<file path="src/rtl/blink_pwm_multi.sv">
// -----------------------------------------------------------------------------
// blink_pwm_multi
//
// N-channel blink/PWM generator. Each channel counts 0..period-1 and drives
// its LED high while the count is below the duty value. Period and duty are
// written through a shadow register per channel. A new setting takes effect
// only when the channel wraps, so the output never glitches mid-period.
//
// Ports
//   clk         system clock; all state changes on posedge
//   rst_n       synchronous active-low reset
//   en          global count enable; low freezes every counter and LED
//   sync_all    one-cycle pulse: zero every counter on the same edge and
//               apply any pending shadow settings
//   cfg_we      configuration write request
//   cfg_ch      target channel of the write
//   cfg_period  new period in cycles (0 disables the channel)
//   cfg_duty    new duty in cycles high
//   cfg_ready   shadow slot of cfg_ch is free (0 for channels >= N_CH)
//   led         per-channel PWM output
//   wrap        per-channel end-of-period strobe
// -----------------------------------------------------------------------------
module blink_pwm_multi #(
    parameter int N_CH       = 3,
    parameter int CW         = 26,
    parameter int CHW        = 2,
    parameter int DEF_PERIOD = 50,
    parameter int DEF_DUTY   = 25
) (
    input  logic            clk,
    input  logic            rst_n,
    input  logic            en,
    input  logic            sync_all,
    input  logic            cfg_we,
    input  logic [CHW-1:0]  cfg_ch,
    input  logic [CW-1:0]   cfg_period,
    input  logic [CW-1:0]   cfg_duty,
    output logic            cfg_ready,
    output logic [N_CH-1:0] led,
    output logic [N_CH-1:0] wrap
);

    localparam logic [CW-1:0] DEF_P = CW'(DEF_PERIOD);
    localparam logic [CW-1:0] DEF_D = CW'(DEF_DUTY);

    // Pending flags gathered from the channel slices for the ready lookup.
    logic [N_CH-1:0] pending_vec;

    // Only indices that name a real channel can report a free slot.
    always_comb begin
        cfg_ready = 1'b0;
        for (int i = 0; i < N_CH; i++) begin
            if (cfg_ch == CHW'(i)) begin
                cfg_ready = ~pending_vec[i];
            end
        end
    end

    genvar gi;
    generate
        for (gi = 0; gi < N_CH; gi++) begin : g_ch
            logic [CW-1:0] cnt_q, cnt_d;
            logic [CW-1:0] act_period_q, act_period_d;
            logic [CW-1:0] act_duty_q, act_duty_d;
            logic [CW-1:0] shd_period_q, shd_period_d;
            logic [CW-1:0] shd_duty_q, shd_duty_d;
            logic          pending_q, pending_d;
            logic          active;
            logic          at_end;
            logic          wrap_int;
            logic          apply;
            logic          accept;

            assign active   = (act_period_q != '0);
            // Counter never exceeds period-1, so an all-ones period is safe.
            assign at_end   = (cnt_q == act_period_q - CW'(1));
            assign wrap_int = en & active & at_end;
            // A disabled channel has no wrap, so it picks up a pending
            // setting on the very next edge.
            assign apply    = pending_q & (sync_all | wrap_int | ~active);
            assign accept   = cfg_we & cfg_ready & (cfg_ch == CHW'(gi));

            always_comb begin
                cnt_d        = cnt_q;
                act_period_d = act_period_q;
                act_duty_d   = act_duty_q;
                shd_period_d = shd_period_q;
                shd_duty_d   = shd_duty_q;
                pending_d    = pending_q;

                if (sync_all) begin
                    cnt_d = '0;
                end else if (en && active) begin
                    cnt_d = at_end ? '0 : cnt_q + CW'(1);
                end

                if (apply) begin
                    act_period_d = shd_period_q;
                    act_duty_d   = shd_duty_q;
                    pending_d    = 1'b0;
                end

                // Acceptance needs a free slot, so it cannot collide with an
                // apply of older data; evaluated last so a new write wins.
                if (accept) begin
                    shd_period_d = cfg_period;
                    shd_duty_d   = cfg_duty;
                    pending_d    = 1'b1;
                end
            end

            always_ff @(posedge clk) begin
                if (!rst_n) begin
                    cnt_q        <= '0;
                    act_period_q <= DEF_P;
                    act_duty_q   <= DEF_D;
                    shd_period_q <= '0;
                    shd_duty_q   <= '0;
                    pending_q    <= 1'b0;
                end else begin
                    cnt_q        <= cnt_d;
                    act_period_q <= act_period_d;
                    act_duty_q   <= act_duty_d;
                    shd_period_q <= shd_period_d;
                    shd_duty_q   <= shd_duty_d;
                    pending_q    <= pending_d;
                end
            end

            assign pending_vec[gi] = pending_q;
            assign led[gi]         = active & (cnt_q < act_duty_q);
            // The sync edge restarts the period; it is not a natural wrap.
            assign wrap[gi]        = wrap_int & ~sync_all;
        end
    endgenerate

endmodule

</file>
<file path="config.mk">
export PLATFORM = sky130hd
export DESIGN_NAME = blink_pwm_multi
export DESIGN_NICKNAME = d
export VERILOG_FILES = /design/src/rtl/blink_pwm_multi.sv
export SDC_FILE = /design/constraint.sdc
export NUM_CORES = 1
export LEC_CHECK = 0
export BUFFER_PORTS_ARGS = -buffer_cell sky130_fd_sc_hd__buf_2
export CORE_MARGIN = 1.5
export CORE_UTILIZATION = 50
export DETAILED_ROUTE_END_ITERATION = 8
export GPL_TIMING_DRIVEN = 0
export PLACE_DENSITY = 0.7
export SLEW_MARGIN = 10
export SYNTH_ARGS = -nofsm -noshare
export SYNTH_HDL_FRONTEND = slang
export SYNTH_SLANG_ARGS = --single-unit
</file>
<file path="constraint.sdc">
create_clock -name clk -period 3.5 [get_ports clk]
set_clock_uncertainty 0.1 [all_clocks]
set_input_delay 0.525 -clock clk [delete_from_list [all_inputs] [get_ports clk]]
set_output_delay 0.525 -clock clk [all_outputs]
set_load 0.05 [all_outputs]
</file>
### Word-level counts from Yosys, hierarchy flattened

Cells that the tools add are included.

| operators by class | value |
|---|---|
| add/subtract/negate cells | 6 |
| order comparisons | 3 |
| equal/unequal tests | 5 |
| muxes and demuxes | 12 |
| bitwise logic cells | 33 |
| reductions and logical operators | 11 |

Operator list:

| operator | number |
|---|---|
| $add A26 B1 Y26 const B | 3 |
| $eq A26 B26 Y1 | 3 |
| $lt A26 B26 Y1 | 3 |
| $mux W26 | 3 |
| $reduce_bool A26 Y1 | 3 |
| $sub A26 B1 Y26 const B | 3 |
| $and A1 B1 Y1 | 19 |
| $mux W1 | 9 |
| $not A1 Y1 | 8 |
| $or A1 B1 Y1 | 6 |
| $reduce_bool A2 Y1 | 3 |
| $logic_and A1 B1 Y1 | 3 |
| $eq A2 B1 Y1 const B | 1 |
| $eq A2 B2 Y1 const B | 1 |
| $logic_not A2 Y1 | 1 |
| $reduce_or A2 Y1 | 1 |

| word-level totals | value |
|---|---|
| register bits | 393 |
| input port bits | 59 |
| output and inout bits | 7 |
| logic and storage cells | 88 |

### Longest topological paths before layout

Gate-level depths: netlist of run 1.

| depth | value |
|---|---|
| depth in word-level cells | 8 |
| depth in mapped cells | 15 |
| depth with buffers taken out | 11 |

### Worst setup path before layout of run 1

Ideal clock, no wire load.

| timing | value |
|---|---|
| path kind | register to output |
| start point | register g_ch[0].cnt_q[1] |
| end point | output led[0] |
| data arrival time | 3.881 ns |
| required time | 2.875 ns |
| path slack | -1.006 ns |
| cell stages (with the launch flop) | 10 |
| path buffers | 0 |
| path through | dfxtp_1 > ha_1 > a21o_1 > a21o_1 > a21oi_1 > o21ai_0 > o2111ai_1 > a211o_1 > a311oi_1 > a2111oi_0 |

| between the ends | value |
|---|---|
| longest elaborated chain between the ends | 2 |

RTL lines:

| element | line | text |
|---|---|---|
| start, declared | 62 | `logic [CW-1:0] cnt_q, cnt_d;` |
| start signal, assigned | 121 | `cnt_q <= cnt_d;` |
| $lt A26 B26 Y1 | 131 | `assign led[gi] = active & (cnt_q < act_duty_q);` |
| $and A1 B1 Y1 | 131 |  |
| end, declared | 39 | `output logic [N_CH-1:0] led,` |

No other way between the ends.

### Worst setup path in the final report of run 1

| timing | value |
|---|---|
| start point | register g_ch[2].act_period_q[8] |
| end point | output wrap[2] |

| between the ends | value |
|---|---|
| longest elaborated chain between the ends | 4 |
| elaborated cells on any way between the ends | 6 |
| classes of those cells | 1 x add/sub; 1 x eq/ne; 3 x bitwise; 1 x reduce/logical |

RTL lines:

| element | line | text |
|---|---|---|
| start, declared | 63 | `logic [CW-1:0] act_period_q, act_period_d;` |
| start signal, assigned | 122 | `act_period_q <= act_period_d;` |
| $sub A26 B1 Y26 or $reduce_bool A26 Y1 (tied branches) | 76, 74 |  |
| $eq A26 B26 Y1 or $and A1 B1 Y1 (tied branches) | 76, 77 |  |
| $and A1 B1 Y1 (*) | 77 | `assign wrap_int = en & active & at_end;` |
| $and A1 B1 Y1 (*) | 133 | `assign wrap[gi] = wrap_int & ~sync_all;` |
| end, declared | 40 | `output logic [N_CH-1:0] wrap` |

Mark *: on every way between the ends. The rest lies on a longest branch, timed or not.

==> results of run 1 <==
layer usage:
metal  GRT usage  share of wire  vias to the layer above
met5           0              0                        -
met4       0.152          0.050                        0
met3      0.0512          0.072                      192
met2       0.494           0.47                      682
met1       0.387           0.41                     8915
li1            -              -                     8834
power by group:
| group | internal [mW] | switching [mW] | total (mW) |
|---|---|---|---|
| sequential | 4.54 | 0.0609 | 4.60 |
| clock | 2.55 | 1.89 | 4.43 |
| combinational | 0.220 | 0.410 | 0.630 |
| total | 7.31 | 2.36 | 9.67 |
tightest hold or removal path, delay by kind of cell:
| family | cells | cell delay, ns |
|---|---|---|
| buffers and inverters | 1 | 0.12 |
| AO/OA/AOI/OAI | 1 | 0.06 |
| AND/OR/NAND/NOR | 1 | 0.05 |
sequential cells by signal, summed over array words and instances (netlist names):
name	count
g_ch.pending_q	3
g_ch.act_duty_q	78
g_ch.cnt_q	78
g_ch.shd_duty_q	78
g_ch.shd_period_q	78
g_ch.act_period_q	78
stage by stage:
step                      std cells   util  power [mW]  area (sq um)  TNS [ns]
after CTS                      3189  0.618        9.64         23900    -30.51
after global routing           3205  0.639        9.91         24800    -33.21
after detailed placement       3056  0.537        5.20         20800   -104.34
after global placement         3056  0.537        5.18         20800    -88.51
final                          3206  0.639        9.67         24800    -17.09
after floorplan                2473      -        4.97         19800   -0.0184
repair_timing:
item,4_1_cts,5_1_grt
cloned,22,4
pin swaps,72,64
endpoints found under the setup margin,242,237
endpoints found under the hold margin,0,0
resized for setup,303,211
setup buffers,44,26
cell usage in the layout, fill, tap and decap left out, types with 46 or more instances in the layout:
master	n
sky130_fd_sc_hd__nand2_1	512
sky130_fd_sc_hd__nand3_1	93
sky130_fd_sc_hd__inv_1	91
sky130_fd_sc_hd__xnor2_1	71
sky130_fd_sc_hd__nand3_2	84
sky130_fd_sc_hd__nor2_1	106
sky130_fd_sc_hd__clkbuf_16	46
sky130_fd_sc_hd__buf_2	60
sky130_fd_sc_hd__o21ai_0	70
sky130_fd_sc_hd__a21boi_0	159
sky130_fd_sc_hd__xor2_1	88
sky130_fd_sc_hd__dfxtp_1	371
sky130_fd_sc_hd__o21ai_1	56
sky130_fd_sc_hd__clkbuf_1	105
sky130_fd_sc_hd__ha_1	78
layout make-up:
cell class / count / share of cell area
inverter: 95 / 0.0146
timing repair buffer: 150 / 0.0563
tap: 518 / 0.0262
clock buffer: 61 / 0.0502
buffer: 144 / 0.0364
clock inverter: 13 / 0.00455
sequential: 393 / 0.320
multi-input combinational: 1830 / 0.492
antenna: 2 / 0.000202
path summary, 6_finish.rpt:
path                                         startpoint                      end  slack, ns  cells past startpoint
worst max register to register  g_ch[1].act_period_q[0]  g_ch[1].act_period_q[2]      -0.25                     17
worst max-delay path            g_ch[2].act_period_q[8]                  wrap[2]      -0.65                      9
worst min-delay path                       cfg_duty[15]   g_ch[0].shd_duty_q[15]       0.15                      3
worst min register to register  g_ch[2].shd_period_q[7]  g_ch[2].act_period_q[7]       0.35                      2
kinds of logic after synthesis:
logic type | synth area share
xor+xnor | 0.0727
mux | 0.0145
compound gates | 0.149
fa+ha+maj | 0.0514
flops | 0.399
simple gates | 0.260
buf+inv | 0.0526
==> flow_summary_export.csv, run 1 <==
group,metric,value,unit
logic_synthesis,post_synth_num_cell_types,73,
die,rows,72,
timing,finalCriticalPeriod,4.15,ns
timing,timing.fmax,241,MHz
routing,number_of_vias_after_detailed_routing,18623,
logic_synthesis,synth_area_per_cell,7.97,sq um
finish,drive_above_1_share,0.198,
power,p_per_area,390,nW/um^2
worst_setup_path,crit_start_category,"flop",
clocking,clock_tree.root_cell,"sky130_fd_sc_hd__clkbuf_16",
global_route,track_usage,0.303,
worst_setup_path,crit_path_max_fanout,6,
worst_setup_path,worst_path_max_delay_cell,"sky130_fd_sc_hd__or4_4",
worst_setup_path,timing.critical_path.max_delay_family,"simple AND/OR/NAND/NOR gates",
logic_synthesis,synth_sequential_area_ratio,0.399,
routing,avgRoutedWirePerCell,19.9,um
min_path,min_path_type,"input port to flop",
global_route,grt_pass1_vias,17819,
worst_setup_path,critical_path_arrival,3.52,ns
die,floorplan.initialDensity,0.509,
finish,layout.filler_cells,3222,
clocking,cts_hold_buffers,0,
clocking,maximum_root_to_sink_buffer_count,3,
timing,unrepaired_setup_endpoints_after_global_routing,"yes",
timing,final_hold_viol_count,0,
timing,hold_ws,0.147,ns
logic_synthesis,number_of_synthesized_register_bits,393,
die,num_io_pins,66,
worst_setup_path,path_cells,"or4_4, buf_6, or4_4, or4_4, a22oi_2, nand4_1, nor4_4, nor2b_4, buf_8",
place,preCtsSetupSlack,-0.729,ns
timing,setup_viol,134,
run,drv.max_cap_violation_count,0,
timing,worstMarginPinSlew,1.26,ns
timing,timing.max_slew.rel_slack,0.161,
finish,synthToLayoutAreaGrowth,25.6,%
status,status,"finished, violations left",
logic_synthesis,yosys.cell_count.top_type,"sky130_fd_sc_hd__nand2_1",
power,power.static_leakage,8.98,nW
routing,drt_drc_violations_left,0,
global_route,antenna_found_initial,3,
logic_synthesis,post_synth_edffs,0,
logic_synthesis,synth.top_cells.by_count,"sky130_fd_sc_hd__nand2_1, sky130_fd_sc_hd__dfxtp_1, sky130_fd_sc_hd__nand3_1, sky130_fd_sc_hd__a21boi_0, sky130_fd_sc_hd__nor2_1",
timing,finalMaxSlewViolations,0,
finish,area_used_by_multi_input_combinational_logic,12200,sq um
logic_synthesis,yosys-top-cells-area,"sky130_fd_sc_hd__dfxtp_1, sky130_fd_sc_hd__nand2_1, sky130_fd_sc_hd__a21boi_0, sky130_fd_sc_hd__ha_1, sky130_fd_sc_hd__nand3_1",
routing,final_wl,63.8,mm
timing,setup_ws,-0.649,ns
clocking,clock_insertion_delay_worst_skew,0.57,ns
routing,drt-initial-drc-count,1513,
clocking,clock_sink_total,393,
clocking,worst_setup_hold_path_clk_slew,0.06,ns
global_route,overflow,0,
logic_synthesis,synth.largest_area_cell,"sky130_fd_sc_hd__dfxtp_1",
die,fp.coreArea,38700,sq um
logic_synthesis,summed_instance_area_of_the_synthesized_netlist,19700,sq um
finish,area.sequential,7920,sq um
place,finalWeightedCongestion,0.952,
routing,ant_nets,0,
worst_setup_path,worst-path-buf-inv,2,
place,place.port_buffers,65,
finish,design.final.nets,2797,
clocking,tritoncts_clock_tree,"yes",
logic_synthesis,yosys_most_used_dff,"sky130_fd_sc_hd__dfxtp_1",
routing,vias_per_cell,5.81,
clocking,cts-buffers-inserted,43,
worst_setup_path,timing.critical_path.to_type,"output port",
worst_setup_path,cp.required,2.87,ns
logic_synthesis,synth.top_cell.area_share,0.399,
logic_synthesis,syn_inst,2473,
timing,final.period_utilization,1.19,
worst_setup_path,critical_path.max_stage_delay,0.51,ns
power,irDropWorstVdd,0.000321,V
logic_synthesis,synth_nets,2613,
worst_setup_path,timing_worst_setup_path_type,"flop to output port",
die,dieArea,40600,sq um
clocking,htreeDepth,2,
worst_setup_path,worst_path_most_repeated_cell,"sky130_fd_sc_hd__or4_4",
global_route,global_route_wire_length_before_repair,97.2,mm
place,dp_hpwl,45.7,mm
global_route,grt_max_degree,14,
die,floorplan.die.width,202,um
status,failing_checks,"negative setup slack",
die,die_y,202,um
logic_synthesis,synth-warning-count,0,
logic_synthesis,async_reset_ff_frac,0,
routing,detail_route.first_pass.iterations,5,
Note: power is estimated with default switching activity, not from simulation.
==> inputs of run 2 (changes only) <==
--- a/config.mk
+++ b/config.mk
@@ -11,6 +11,8 @@
 export DETAILED_ROUTE_END_ITERATION = 8
 export GPL_TIMING_DRIVEN = 0
 export PLACE_DENSITY = 0.7
+export REMOVE_ABC_BUFFERS = 1
+export SETUP_SLACK_MARGIN = 0.15
 export SLEW_MARGIN = 10
 export SYNTH_ARGS = -nofsm -noshare
 export SYNTH_HDL_FRONTEND = slang
==> run 2 against run 1 <==
Against the previous run:
- the flow still finishes with violations (negative setup slack)
- wire length shrank 2.2%
- critical path depth fell by 1
- sequential cell count stayed put
- non-clock buffer count decreased by 93
- hold slack lost 0.0084 ns
- global-route usage shrank 2.9 points
- critical endpoint is now wrap[0]
==> flow_summary_export.csv, run 2 (synthesis results as in run 1) <==
group,metric,value,unit
worst_setup_path,timing.critical_path.max_delay_family,"simple AND/OR/NAND/NOR gates",
die,die_y,202,um
finish,num_antenna_cells,0,
die,floorplan.initialDensity,0.509,
power,irDropWorstVdd,0.000370,V
die,floorplan.die.width,202,um
place,preCtsSetupSlack,-1.24,ns
routing,detail_route.first_pass.iterations,5,
timing,unrepaired_setup_endpoints_after_global_routing,"yes",
worst_setup_path,path_cells,"nor4_1, nand2_1, o21ai_0, nand3_1, or4_4, nor4_4, nor2b_4, buf_6",
run,drv.max_cap_violation_count,0,
status,failing_checks,"negative setup slack",
worst_setup_path,cp.depth,8,
min_path,min_path_type,"input port to flop",
timing,worstMarginPinSlew,1.27,ns
power,totalPowerFinal,10.0,mW
worst_setup_path,critical_path.max_stage_delay,0.58,ns
timing,timing.fmax,235,MHz
finish,area_used_by_multi_input_combinational_logic,12600,sq um
worst_setup_path,timing.critical_path.to_type,"output port",
place,place.port_buffers,65,
worst_setup_path,timing_worst_setup_path_type,"flop to output port",
timing,finalCriticalPeriod,4.26,ns
worst_setup_path,r2r_cells,14,
global_route,global_route_wire_length_before_repair,89.1,mm
finish,drive_above_1_share,0.243,
worst_setup_path,crit_path_max_fanout,9,
clocking,worst_setup_hold_path_clk_slew,0.06,ns
place,finalWeightedCongestion,0.930,
clocking,htreeDepth,2,
routing,final_wl,62.3,mm
worst_setup_path,critical_path_arrival,3.64,ns
finish,utilization,0.659,
die,fp.coreArea,38700,sq um
timing,finalMaxSlewViolations,0,
timing,final.period_utilization,1.22,
die,rows,72,
die,dieArea,40600,sq um
routing,avgRoutedWirePerCell,19.9,um
clocking,maximum_root_to_sink_buffer_count,3,
worst_setup_path,worst_path_max_delay_cell,"sky130_fd_sc_hd__nor4_1",
global_route,grt_max_degree,151,
clocking,clock_sink_total,393,
clocking,clock_tree.root_cell,"sky130_fd_sc_hd__clkbuf_16",
min_path,timing.hold.worst_path_depth,3,
status,status,"finished, violations left",
clocking,cts-buffers-inserted,43,
clocking,clock_insertion_delay_worst_skew,0.59,ns
finish,area.sequential,7930,sq um
routing,drt_drc_violations_left,0,
clocking,tritoncts_clock_tree,"yes",
finish,most-common-layout-cells,"sky130_fd_sc_hd__nand2_1, sky130_fd_sc_hd__dfxtp_1, sky130_fd_sc_hd__a21boi_0",
worst_setup_path,worst-path-buf-inv,1,
finish,layout.filler_cells,3187,
finish,synthToLayoutAreaGrowth,29.5,%
timing,final_hold_viol_count,0,
worst_setup_path,cp.required,2.87,ns
die,num_io_pins,66,
place,dp_hpwl,37.7,mm
clocking,cts_hold_buffers,0,
finish,final_common_cell,"sky130_fd_sc_hd__nand2_1",
global_route,antenna_found_initial,0,
global_route,track_usage,0.274,
routing,number_of_vias_after_detailed_routing,18302,
global_route,overflow,0,
timing,timing.max_slew.rel_slack,0.149,
routing,ant_nets,0,
finish,design.final.nets,2717,
routing,vias_per_cell,5.85,
global_route,grt_pass1_vias,16080,
power,p_per_area,392,nW/um^2
worst_setup_path,crit_start_category,"flop",
timing,setup_ws,-0.764,ns
power,power.static_leakage,9.27,nW
timing,setup_viol,184,
routing,drt-initial-drc-count,1368,
[run 2: changes by cell type in the layout (fill, tap and decap cells not counted), moves of 14 or more]
cell,delta
sky130_fd_sc_hd__o21ai_1,+33
sky130_fd_sc_hd__nand3_2,+16
sky130_fd_sc_hd__clkbuf_1,-98
sky130_fd_sc_hd__o21ai_0,-45
sky130_fd_sc_hd__buf_8,-14
sky130_fd_sc_hd__nor2_2,+14
sky130_fd_sc_hd__nor2_1,-18
sky130_fd_sc_hd__buf_6,+15
[run 2: cell type report]
cell class | count | area share
Tap cell | 518 | 0.0254
Sequential cell | 393 | 0.311
Multi-Input combinational cell | 1843 | 0.495
Inverter | 95 | 0.0141
Clock inverter | 15 | 0.00711
Timing Repair Buffer | 201 | 0.0967
Clock buffer | 64 | 0.0512
[run 2: through the flow]
stage                     setup TNS, ns  instances  instance area (sq um)  hold slack, ns
after global routing             -50.19       3129                  25500           0.147
after global placement         -1199.54       2900                  20000           0.333
after floorplan                 -285.88       2317                  19000           0.328
after CTS                        -30.04       3057                  23200           0.130
final                            -31.13       3129                  25500           0.139
after detailed placement        -203.28       2914                  20400           0.340
[run 2: final timing paths]
path,from,to,slack (ns)
max,g_ch[0].act_period_q[21],wrap[0],-0.76
min,cfg_period[18],g_ch[0].shd_period_q[18],0.14
max reg2reg,g_ch[2].act_period_q[3],g_ch[2].act_duty_q[25],-0.29
min reg2reg,g_ch[2].shd_duty_q[11],g_ch[2].act_duty_q[11],0.34
[run 2: power breakdown]
part           switching (mW)  total (mW)  internal [mW]
clock                    1.95        4.76           2.82
combinational           0.412       0.650          0.238
sequential             0.0546        4.59           4.54
[run 2: worst reg2reg max path: stages (launching register included)]
cell and delay, ns:
sky130_fd_sc_hd__dfxtp_4 0.36, sky130_fd_sc_hd__or4_4 0.56, sky130_fd_sc_hd__or4_4 0.56, sky130_fd_sc_hd__or4_1 0.42, sky130_fd_sc_hd__a22oi_1 0.19, sky130_fd_sc_hd__nand4_1 0.17, sky130_fd_sc_hd__nor4_4 0.34, sky130_fd_sc_hd__buf_4 0.17
sky130_fd_sc_hd__buf_8 0.11, sky130_fd_sc_hd__o21ai_4 0.11, sky130_fd_sc_hd__buf_6 0.16, sky130_fd_sc_hd__clkbuf_16 0.15, sky130_fd_sc_hd__buf_16 0.14, sky130_fd_sc_hd__nand3_2 0.07, sky130_fd_sc_hd__o21ai_1 0.07
[run 2: timing repair]
action	CTS	global route
gates cloned	16	30
buffers inserted	48	41
pin swaps	62	186
resized for setup	179	386
endpoints found under the hold margin	0	0
endpoints found under the setup margin	243	243
[run 2: routing by layer]
metal | routed length, um | track usage
met1 | 28400 | 0.394
met2 | 28100 | 0.423
met3 | 3860 | 0.0350
met4 | 1890 | 0.0922
met5 | 0 | 0
